**src/rtl/jtdd_sndcom.sv**
```systemverilog
// ============================================================================
// Module   : jtdd_sndcom
// Brief    : Main-to-sound CPU command queue with latch view, irq and
//            stretched sound-CPU reset.
// Revision : 1.0
// ============================================================================
`default_nettype none

module jtdd_sndcom #(
    parameter int DEPTH     = 4,
    parameter int OVERWRITE = 0,
    parameter int RSTW      = 8
)(
    input  logic       clk,
    input  logic       rst,
    input  logic       cen,
    input  logic [7:0] snd_latch,
    input  logic       snd_irq,
    input  logic       snd_rstb,
    input  logic       latch_rd,
    output logic [7:0] cmd,
    output logic       irq,
    output logic       snd_rst,
    output logic       ovf,
    output logic [4:0] level
);

    localparam int       c_PW    = (DEPTH > 1) ? $clog2(DEPTH) : 1;
    localparam int       c_MEMN  = 1 << c_PW;
    localparam logic [4:0] c_DEPTH = 5'(DEPTH);
    localparam logic [7:0] c_RSTW  = 8'(RSTW);
    localparam logic [c_PW-1:0] c_LAST = c_PW'(DEPTH - 1);

    typedef enum logic [1:0] {
        ST_RUN     = 2'd0,
        ST_HOLD    = 2'd1,
        ST_STRETCH = 2'd2
    } state_t;

    state_t          r_state, w_state_next;
    logic [7:0]      r_cnt, w_cnt_next;
    logic [7:0]      r_mem [0:c_MEMN-1];
    logic [c_PW-1:0] r_wr, r_rd, w_wr_next, w_rd_next, w_waddr;
    logic [4:0]      r_level, w_level_next;
    logic [7:0]      r_cmd, w_cmd_next;
    logic            r_irq, r_ovf, w_ovf_next, r_snd_rst;
    logic            r_irq_d, r_rd_d;
    logic            w_push, w_pop, w_flush, w_empty, w_full;
    logic            w_do_pop, w_do_push, w_we;

    function automatic logic [c_PW-1:0] f_inc(input logic [c_PW-1:0] p);
        return (p == c_LAST) ? '0 : p + c_PW'(1);
    endfunction

    function automatic logic [c_PW-1:0] f_dec(input logic [c_PW-1:0] p);
        return (p == '0) ? c_LAST : p - c_PW'(1);
    endfunction

    // Reset sequencer: HOLD while requested, then count RSTW cen pulses.
    always_comb begin
        w_state_next = r_state;
        w_cnt_next   = r_cnt;
        if (!snd_rstb) begin
            w_state_next = ST_HOLD;
            w_cnt_next   = c_RSTW;
        end else begin
            case (r_state)
                ST_RUN: ;
                ST_HOLD: begin
                    w_state_next = ST_STRETCH;
                    w_cnt_next   = c_RSTW;
                end
                ST_STRETCH: begin
                    if (cen) begin
                        w_cnt_next = r_cnt - 8'd1;
                        if (r_cnt == 8'd1)
                            w_state_next = ST_RUN;
                    end
                end
                default: begin
                    w_state_next = ST_HOLD;
                    w_cnt_next   = c_RSTW;
                end
            endcase
        end
    end

    always_comb begin
        w_push       = snd_irq & ~r_irq_d;
        w_pop        = latch_rd & ~r_rd_d;
        w_flush      = ~snd_rstb | (r_state == ST_HOLD);
        w_empty      = (r_level == 5'd0);
        w_full       = (r_level == c_DEPTH);
        w_do_pop     = w_pop & ~w_flush & (r_state == ST_RUN) & ~w_empty;
        w_do_push    = w_push & ~w_flush;
        w_we         = 1'b0;
        w_waddr      = r_wr;
        w_wr_next    = r_wr;
        w_rd_next    = r_rd;
        w_level_next = r_level;
        w_ovf_next   = r_ovf;
        w_cmd_next   = r_cmd;
        if (w_flush) begin
            w_wr_next    = '0;
            w_rd_next    = '0;
            w_level_next = 5'd0;
            w_ovf_next   = 1'b0;
        end else begin
            if (w_do_pop)
                w_rd_next = f_inc(r_rd);
            if (w_do_push) begin
                // A pop in the same cycle frees the slot, so a full FIFO still accepts.
                if (!w_full || w_do_pop) begin
                    w_we      = 1'b1;
                    w_wr_next = f_inc(r_wr);
                end else if (OVERWRITE != 0) begin
                    w_we    = 1'b1;
                    w_waddr = f_dec(r_wr);
                end else begin
                    w_ovf_next = 1'b1;
                end
            end
            if (w_do_push && !w_full && !w_do_pop)
                w_level_next = r_level + 5'd1;
            else if (w_do_pop && !w_do_push)
                w_level_next = r_level - 5'd1;
        end
        if (w_level_next != 5'd0)
            w_cmd_next = (w_we && (w_waddr == w_rd_next)) ? snd_latch : r_mem[w_rd_next];
    end

    always_ff @(posedge clk) begin
        if (!rst && w_we)
            r_mem[w_waddr] <= snd_latch;
    end

    always_ff @(posedge clk) begin
        if (rst) begin
            r_state   <= ST_HOLD;
            r_cnt     <= c_RSTW;
            r_wr      <= '0;
            r_rd      <= '0;
            r_level   <= 5'd0;
            r_cmd     <= 8'h00;
            r_irq     <= 1'b0;
            r_ovf     <= 1'b0;
            r_snd_rst <= 1'b1;
            r_irq_d   <= 1'b0;
            r_rd_d    <= 1'b0;
        end else begin
            r_state   <= w_state_next;
            r_cnt     <= w_cnt_next;
            r_wr      <= w_wr_next;
            r_rd      <= w_rd_next;
            r_level   <= w_level_next;
            r_cmd     <= w_cmd_next;
            r_irq     <= (w_level_next != 5'd0);
            r_ovf     <= w_ovf_next;
            r_snd_rst <= (w_state_next != ST_RUN);
            r_irq_d   <= snd_irq;
            r_rd_d    <= latch_rd;
        end
    end

    assign cmd     = r_cmd;
    assign irq     = r_irq;
    assign snd_rst = r_snd_rst;
    assign ovf     = r_ovf;
    assign level   = r_level;

endmodule

`default_nettype wire

```
**config.mk**
```make
export PLATFORM = sky130hd
export DESIGN_NAME = jtdd_sndcom
export DESIGN_NICKNAME = d
export VERILOG_FILES = /design/src/rtl/jtdd_sndcom.sv
export SDC_FILE = /design/constraint.sdc
export NUM_CORES = 1
export LEC_CHECK = 0
export ABC_CLOCK_PERIOD_IN_PS = 2630
export CORE_ASPECT_RATIO = 1.2
export CORE_MARGIN = 1.5
export CORE_UTILIZATION = 36
export CTS_BUF_LIST = sky130_fd_sc_hd__clkbuf_8 sky130_fd_sc_hd__clkbuf_16
export CTS_CLUSTER_SIZE = 12
export DETAILED_ROUTE_END_ITERATION = 6
export PLACE_DENSITY = 0.56
export SYNTH_ARGS = -nofsm -noshare
export SYNTH_HDL_FRONTEND = slang
export SYNTH_SLANG_ARGS = --single-unit
export TNS_END_PERCENT = 10
```
**constraint.sdc**
```tcl
create_clock -name clk -period 2.63 [get_ports clk]
set_input_delay 0.6575 -clock clk [delete_from_list [all_inputs] [get_ports clk]]
set_output_delay 0.6575 -clock clk [all_outputs]
set_load 0.01 [all_outputs]
```
# Word level (Yosys, flattened, before mapping)
# Memory sizes are Yosys's and may differ from the RTL's. A register that Yosys moved wholly into a read port is not among the register bits.
# Index checks and enable logic that the tools add are counted.
[classes]
n_addsub = 5
n_eq_ne = 7
muxes = 18
n_bitwise = 14
n_reduce_logical = 18
[ops]
columns = ["cell", "n"]
rows = [
  ["8-bit one-hot mux with 2 select lines", 1],
  ["5-bit 2-to-1 mux", 3],
  ["2-bit 2-to-1 mux", 7],
  ["8-bit by 1-bit equality test with 1-bit output (second input constant)", 1],
  ["8-bit 2-to-1 mux", 1],
  ["8-bit by 1-bit subtractor with 8-bit output (second input constant)", 1],
  ["1-bit inverter", 7],
  ["1-bit AND", 6],
  ["2-bit equality test (second input constant)", 3],
  ["2-bit one-hot mux with 3 select lines", 1],
  ["2-bit AND reduction", 3],
  ["5-bit by 1-bit adder with 5-bit output (second input constant)", 1],
  ["5-bit by 3-bit equality test with 1-bit output (second input constant)", 1],
  ["5-bit logical NOT", 1],
  ["1-bit 2-to-1 mux", 5],
  ["5-bit nonzero test", 1],
  ["5-bit by 1-bit subtractor with 5-bit output (second input constant)", 1],
  ["2-bit by 1-bit adder with 2-bit output (second input constant)", 2],
  ["1-bit logical AND", 4],
  ["1-bit logical NOT", 4],
  ["2-bit OR reduction", 2],
  ["2-bit by 1-bit equality test with 1-bit output (second input constant)", 1],
  ["2-bit logical NOT", 1],
  ["2-bit inequality test (second input constant)", 1],
  ["3 further kinds", 3],
]
[word_totals]
reg_bits = 24
ramBits = 32
inputBits = 14
out_inout_bits = 16
elab_cells = 73
memories = 1
[memory_table]
columns = ["name", "words", "word_bits", "read_ports", "rd_ports_with_merged_regs", "write_ports", "line_no", "rtl"]
rows = [
  ["r_mem", 4, 8, 1, 1, 1, "42", "logic [7:0] r_mem [0:c_MEMN-1];"],
]

# Longest topological paths before layout
# Gate-level depths: netlist (run 1).
[logic_depth]
depth_word = 13
depth_mapped = 11
ltp_nobuf = 9

# Worst setup path after synthesis (run 1)
# OpenSTA, ideal clock, no wires.
[synth_timing]
path_type = "input to register"
from = "in snd_rstb"
to = "reg r_irq, in the netlist irq"
setup_ns = 0.113
arrival_time_ns = 2.550
required_ns = 2.517
slack_ns = -0.033
stages = 10
path_buffers = 3
cell_sequence = "buf_6 nand4bb_4 or3_4 a21oi_1 a31oi_1 a21o_1 buf_6 or3_4 buf_6 and2_4"
[synth_between]
elab_chain_cells = 11
word_cells_on_any_way = 16
cone_classes = "mux (3); bitwise (7); reduce/logical (6)"
[synth_rtl]
columns = ["item", "line_no", "rtl"]
rows = [
  ["start: declaration", "19", "input logic snd_rstb,"],
  ["1-bit inverter (no source line) *", "n/a", ""],
  ["1-bit OR *", "91", "w_flush = ~snd_rstb | (r_state == ST_HOLD);"],
  ["1-bit inverter", "94, 95", ""],
  ["1-bit AND (3 in series)", "94", "w_do_pop = w_pop & ~w_flush & (r_state == ST_RUN) & ~w_empty;"],
  ["1-bit logical AND / 1-bit logical NOT (equally long branches)", "125, 123", ""],
  ["5-bit 2-to-1 mux / 1-bit logical AND (equally long branches)", "125, 123", ""],
  ["5-bit 2-to-1 mux", "123", "if (w_do_push && !w_full && !w_do_pop)"],
  ["5-bit 2-to-1 mux *", "103", "if (w_flush) begin"],
  ["5-bit nonzero test *", "157", "r_irq <= (w_level_next != 5'd0);"],
  ["end signal: assignment", "157", ""],
  ["end: declaration", "46", "logic r_irq, r_ovf, w_ovf_next, r_snd_rst;"],
]
# Mark *: on every way between the ends. The rest lies on a longest branch, timed or not.
# A chain may end at the register's enable or synchronous reset.

# Worst setup path in the final report (run 1)
[layout_timing]
from = "reg r_level[1], in the netlist level[1]"
to = "reg r_cmd[0], in the netlist cmd[0] (read register of r_mem)"
[layout_between]
elab_chain_cells = 8
word_cells_on_any_way = 17
cone_classes = "add/sub (2); eq/ne (1); mux (5); bitwise (2); reduce/logical (7)"
[layout_rtl]
columns = ["item", "line_no", "rtl"]
rows = [
  ["start: declaration", "44", "logic [4:0] r_level, w_level_next;"],
  ["start signal: assignment", "155", "r_level <= w_level_next;"],
  ["parallel branches: the longest is 8 deep, another holds 5-bit by 1-bit subtractor with 5-bit output", "n/a", ""],
  ["end: declaration", "45", "logic [7:0] r_cmd, w_cmd_next;"],
]
# Parallel ways; which one is timed is not known.

==> results.py, run 1 <==
metrics = {
    "run_status": {
        "outcome": "finished, final reports clean",
    },
    "floorplan": {
        "die_area_um2": 8929,
        "fp.dieH_um": 103.2,
        "rows": 36,
        "fp.dieW_um": 86.51,
        "coreArea_um2": 8108,
        "io_pins": 30,
        "initial_utilization_pct": 37.16,
    },
    "finish": {
        "design_area_um2": 4024,
        "fill_cells": 743,
        "final_common_cell": "buf_4",
        "n_antenna_cell": 0,
        "fin_cells": 434,
        "layout_common_cells": "buf_4, mux2i_1, dfxtp_1, edfxtp_1, clkdlybuf4s50_1",
        "syn2layout_area_growth_pct": 33.55,
        "nets": 358,
        "drive_above_1_share_pct": 23.30,
    },
    "yosys": {
        "synthesis.area_um2": 3013,
        "ys_warn_count": 0,
        "ys_ff_latch": 64,
        "ys_seq_area_share_pct": 53.16,
        "synth_top_family_by_area": "simple AND/OR/NAND/NOR gates",
        "synth_top_area_cell": "edfxtp_1",
        "synthesis.nets": 285,
        "synth_compound_gate_area_share_pct": 8.513,
        "synth_cell_types": 41,
        "netlist_top_cells_area": "edfxtp_1, dfxtp_1, mux2i_1",
        "synthCells": 261,
        "synth_xor_area_share_pct": 2.907,
        "yosys.area_share.simple_pct": 15.57,
        "syn_avg_cell_area_um2": 11.54,
        "synth_fa_ha_area_share_pct": 4.153,
        "yosysTopAreaCellShare_pct": 31.89,
        "muxShareOfSynthArea_pct": 12.33,
    },
    "worst_setup_path": {
        "worstSetupEndpointType": "flip-flop",
        "start_kind": "flip-flop",
        "slowest_delay_ns": 0.37,
        "path_cells": "inv_1 > ha_2 > nor4bb_4 > buf_4 > nor4_2 > buf_4 > a32oi_2 > mux2i_1 > a21o_1 > buf_4 > o41ai_1 > a21oi_1",
        "timing.critical_path.mode_cell": "buf_4",
        "cp.arrival_ns": 2.70,
        "worstSetupPathType": "flip-flop to flip-flop",
        "cp_slowest_cell": "o41ai_1",
        "cp_max_fo": 8,
        "crit_required_ns": 2.85,
        "worst-r2r-setup-slack_ns": 0.15,
    },
    "clocking": {
        "h-tree-depth": 3,
        "cts_tree": "done",
        "cts_num_sinks": 64,
        "numCtsBuffers": 9,
        "clk_latency_ns": 0.34,
        "root_buffer": "clkbuf_8",
        "cts_buffer_depth": 2,
        "clk_pin_slew_ns": 0.07,
        "hold_buffers": 0,
    },
    "pwr": {
        "max-vdd-ir-drop_uv": 358.8,
        "p_sw_share_pct": 21.01,
        "p_sw_uw": 435.1,
        "seq_power_share_pct": 51.3,
        "leakage_nw": 1.541,
        "clockPowerShare_pct": 42.9,
        "internal_power_mw": 1.636,
        "p_per_area_nw_per_um2": 514.6,
        "comb_power_share_pct": 5.8,
    },
    "timing": {
        "slew_headroom_pct": 64.76,
        "finalCriticalPeriod_ns": 2.481,
        "min_period_over_period_pct": 94.34,
        "final_max_slew_viol_count": 0,
        "final-setup-viol-count": 0,
        "clock_skew_ns": 0.008810,
        "worstMarginPinSlew_ns": 0.5281,
        "hold_viol": 0,
        "worst_slack_ns": 0.1489,
        "fmax_mhz": 403.0,
        "tns_ns": 0,
        "rsz0062_at_grt": "true",
    },
    "placed_design": {
        "detailed_place_hpwl_um": 4718,
        "pre_cts_ws_ns": -0.5340,
        "gp_routability_congestion": 0.7791,
        "dp.cells": 417,
        "port_buffers": 29,
        "post_dp_cell_area_um2": 3705,
    },
    "global_routing": {
        "grt_overflow_total": 0,
        "gr-usage-met3_pct": 5.000,
        "antenna_found_initial": 0,
        "met1_usage_pct": 18.69,
        "grt-busiest-layer": "met2",
        "grt_max_degree": 13,
        "grt_pass1_wl_um": 10560,
        "first_global_vias": 2213,
        "gr-usage-all-layers_pct": 15.99,
        "use_met2_pct": 27.82,
    },
    "flow_run": {
        "cap_violations": 0,
    },
    "worst_hold_path": {
        "hold_path.class": "flip-flop to flip-flop",
    },
    "detailed_routing": {
        "drt_drc_violations_left": 0,
        "drt_first_iter_violations": 73,
        "drtAntennaViolNets": 0,
        "routed_wl_um": 6468,
        "routedWlPerCell_um": 14.90,
        "vias_per_cell": 5.085,
        "first_pass_iters": 4,
        "vias": 2207,
    },
}
-- layout make-up --
class | count | area, µm² | area share (%)
flip-flops and latches | 64 | 1602 | 39.80
multi-input cells | 178 | 1423 | 35.35
repair buffers | 72 | 641.9 | 15.95
clock buffers | 9 | 123.9 | 3.078
well taps | 95 | 118.9 | 2.954
clock inverters | 7 | 81.33 | 2.021
inverters | 9 | 33.78 | 0.8396
-- worst max-delay path, delay by kind of cell (launching register included) --
kind                       cells  cell delay (ns)
and+or+nand+nor                2             0.31
muxes                          1             0.11
buffers and inverters          4             0.60
adders and majority gates      1             0.20
AOI/OAI and AO/OA              4             0.83
DFF                            1             0.31
-- metrics by stage --
step / total power, mW / hold WS [ns] / utilization, %
detailed placement: 1.201 / 0.4670 / 45.69
floorplan: 1.137 / 0.4801 / -
global route: 2.163 / 0.5144 / 49.63
CTS: 2.099 / 0.4875 / 49.03
global placement: 1.200 / 0.4581 / 45.69
finish: 2.071 / 0.4853 / 49.63
-- logic make-up after synthesis --
logic type / count (synthesis)
flops: 64
mux: 37
buf+inv: 19
simple gates: 83
compound gates: 38
xor+xnor: 10
fa+ha+maj: 10
-- flip-flops by register name (all words and copies together), names as in the netlist, 2 cells and up --
signal	cells
r_state	2
cmd	8
r_wr	2
r_mem	32
r_rd	2
r_cnt	8
level	5
-- power groups by stage --
| stage | Clock, mW | Sequential (mW) | Combinational (mW) |
|---|---|---|---|
| floorplan | 0 | 1.08 | 0.0542 |
| global placement | 0 | 1.08 | 0.117 |
| detailed placement | 0 | 1.08 | 0.117 |
| CTS | 0.916 | 1.06 | 0.121 |
| global route | 0.967 | 1.06 | 0.133 |
| finish | 0.887 | 1.06 | 0.121 |
-- synthesized netlist by cell type (all sizes together) --
library cell and instances:
or3 8, nor4bb 1, nand2 12, a311oi 1, inv 9, nor4b 2, nor3b 2, clkbuf 3
mux2i 36, nor3 4, o21ai 3, dfxtp 32, xnor2 8, a21o 1, nand3 5, buf 7
o41ai 8, xor2 2, nor4 5, nand4 2, a32oi 2, nor2 24, a21oi 19, nor2b 5
mux2 1, a211o 1, edfxtp 32, nand2b 4, and3 2, nand4bb 1, ha 10, and2 6
a31oi 3
-- worst paths after layout --
check | startpoint | cells past startpoint | to
setup / recovery | level[1] | 12 | cmd[0]
hold / removal | ovf | 2 | ovf
setup reg to reg | level[1] | 12 | cmd[0]
hold reg to reg | ovf | 2 | ovf
-- routing by layer --
layer	part of all wire, %	vias up
li1	-	1101
met1	43	1071
met2	53	31
met3	3.1	4
met4	1.1	0
met5	0	-
-- what timing repair did --
item / in CTS / in global routing
setup buffers: 1 / 0
resized for setup: 11 / 9
endpoints found under the setup margin: 9 / 9
pin swaps: 1 / 0
No activity file was read; power rests on OpenSTA's default activity.
==> run 2: changes to the inputs <==
Settings changed: SLEW_MARGIN set to 25.
==> results of run 2 <==
No change in the layout: final DEF, timing and power equal those of run 1.
==> run 3: changes to the inputs <==
Settings changed: CELL_PAD_IN_SITES_DETAIL_PLACEMENT set to 1, CELL_PAD_IN_SITES_GLOBAL_PLACEMENT set to 2, CORE_UTILIZATION 36 to 34, PLACE_DENSITY 0.56 to 0.74, SKIP_LAST_GASP set to 1.
==> run 3 against run 2 <==
Worst setup slack lost 0.12 ns. Register-to-register slack lost 0.09 ns. Flip-flop and latch count is the same. Cell count grew 5.5%.
==> results.py, run 3 (synthesis results as in run 1) <==
metrics = {
    "clocking": {
        "h-tree-depth": 3,
        "clk_pin_slew_ns": 0.08,
        "numCtsBuffers": 9,
        "cts_buffer_depth": 2,
        "root_buffer": "clkbuf_8",
        "cts_num_sinks": 64,
        "cts_tree": "done",
        "clk_latency_ns": 0.35,
    },
    "pwr": {
        "max-vdd-ir-drop_uv": 302.5,
        "leakage_nw": 1.561,
        "p_per_area_nw_per_um2": 532.9,
        "total_power_mw": 2.241,
    },
    "worst_setup_path": {
        "cp-startpoint": "snd_irq",
        "worstSetupPathType": "input port to flip-flop",
        "crit_path_end": "irq",
        "start_kind": "input port",
        "worst-r2r-setup-slack_ns": 0.06,
        "cp.arrival_ns": 2.85,
        "timing.critical_path.mode_cell": "buf_4",
        "cp_slowest_cell": "clkdlybuf4s50_1",
        "cp_num_buf_inv": 3,
        "r2r-end": "irq",
        "crit_required_ns": 2.88,
        "slowest_delay_ns": 0.49,
        "r2r_start": "level[1]",
        "cp_max_fo": 5,
        "worstSetupEndpointType": "flip-flop",
        "path_cells": "clkdlybuf4s50_1 > nor2b_4 > nor4_4 > buf_4 > buf_4 > a21oi_4 > a31oi_2 > a21o_4 > or3_4 > and2_4",
        "reg2reg_depth": 11,
        "path_depth": 10,
        "cp_top_family": "simple AND/OR/NAND/NOR gates",
    },
    "finish": {
        "register_area_um2": 1603,
        "final_common_cell": "buf_4",
        "largest_reg_flops": 32,
        "drive_above_1_share_pct": 25.22,
        "nets": 360,
        "layout_common_cells": "buf_4, mux2i_1, edfxtp_1",
        "regMostFlops": "r_mem",
        "fill_cells": 940,
        "n_antenna_cell": 0,
        "fin_cells": 458,
        "fin_util_pct": 48.84,
        "syn2layout_area_growth_pct": 39.58,
        "multiInputGateArea_um2": 1485,
        "design_area_um2": 4205,
    },
    "detailed_routing": {
        "vias": 2248,
        "top_layer_used": "met4",
        "first_pass_iters": 4,
        "drtAntennaViolNets": 0,
        "routed_wl_um": 7584,
        "drt_drc_violations_left": 0,
        "routedWlPerCell_um": 16.56,
        "wl_met3_um": 199,
        "drt-met1-wl_um": 3336,
        "vias_per_cell": 4.908,
        "wl_met2_um": 3906,
        "drt_first_iter_violations": 62,
    },
    "placed_design": {
        "post_dp_cell_area_um2": 3750,
        "detailed_place_hpwl_um": 5117,
        "dp.cells": 438,
        "gp_routability_congestion": 0.8825,
        "port_buffers": 29,
    },
    "global_routing": {
        "grt_max_degree": 17,
        "grt_pass1_wl_um": 11670,
        "antenna_found_initial": 0,
        "grt_overflow_total": 0,
        "gr-usage-all-layers_pct": 16.69,
        "first_global_vias": 2345,
    },
    "timing": {
        "fmax_mhz": 384.8,
        "slew_headroom_pct": 69.33,
        "min_period_over_period_pct": 98.82,
        "clock_skew_ns": 0.005518,
        "finalCriticalPeriod_ns": 2.599,
        "final_max_slew_viol_count": 0,
        "final-setup-viol-count": 0,
        "hold_viol": 0,
        "worstMarginPinSlew_ns": 0.4591,
        "rsz0062_at_grt": "true",
    },
    "floorplan": {
        "coreArea_um2": 8611,
        "die_area_um2": 9438,
        "initial_utilization_pct": 34.99,
        "rows": 37,
        "io_pins": 30,
        "fp.dieW_um": 88.94,
        "fp.dieH_um": 106.1,
    },
    "flow_run": {
        "cap_violations": 0,
    },
    "run_status": {
        "outcome": "finished, final reports clean",
    },
    "worst_hold_path": {
        "hold_path.class": "flip-flop to flip-flop",
    },
}
-- run 3: cell count changes in the layout (fill, tap and decap cells not counted), sizes merged --
cell,delta
a21o,+1
buf,-1
bufinv,+1
clkbuf,+1
clkdlybuf4s50,+1
clkinvlp,+1
dlygate4sd2,-1
inv,-2
or3,+1
-- run 3: layer usage --
layer,global-route usage [%],vias up
met3,4.969,12
li1,-,1114
met1,20.18,1086
met2,27.49,36
met5,0,-
met4,6.593,0
-- run 3: power breakdown --
| group | switching, mW | internal, mW |
|---|---|---|
| sequential | 0.00846 | 1.05 |
| combinational | 0.0652 | 0.0652 |
| clock | 0.417 | 0.631 |
-- run 3: worst min-delay path by stage --
stage / start / end / slack [ns] / cells after the start
after floorplan: r_cnt[7] / r_cnt[7] / 0.48 / 2
after global placement: ovf / ovf / 0.46 / 2
after detailed placement: ovf / ovf / 0.47 / 2
after CTS: ovf / ovf / 0.49 / 2
after global routing: ovf / ovf / 0.51 / 2
final: ovf / ovf / 0.48 / 2
-- run 3: area by class of cell --
class,instances,share of cell area (%)
Timing Repair Buffer,72,16.51
Inverter,9,0.8033
Multi-Input combinational cell,180,35.32
Clock buffer,9,2.946
Clock inverter,7,2.827
Tap cell,117,3.481
Sequential cell,64,38.11
-- run 3: repair_timing --
item	CTS	global route
pin swaps	2	3
gates resized for setup	5	23
cloned	0	3
endpoints found under the setup margin	9	9
endpoints found under the hold margin	0	0
hold buffers	0	0
setup buffers	0	1
-- run 3: through the flow --
step | setup WS [ns] | setup TNS, ns | hold WS (ns)
finish | 0.03109 | 0 | 0.4837
global route | -0.08057 | -0.2974 | 0.5142
CTS | -0.01521 | -0.01698 | 0.4906
detailed placement | -0.5370 | -10.83 | 0.4681
global placement | -0.5052 | -9.169 | 0.4581
floorplan | 0.02591 | 0 | 0.4801
-- run 3: worst register-to-register path: cells and delay by family (launching register included) --
kind | cells | cell delay (ns)
AOI/OAI and AO/OA | 2 | 0.35
adders and majority gates | 1 | 0.18
buffers and inverters | 3 | 0.42
DFF | 1 | 0.33
muxes | 1 | 0.19
and+or+nand+nor | 4 | 0.99
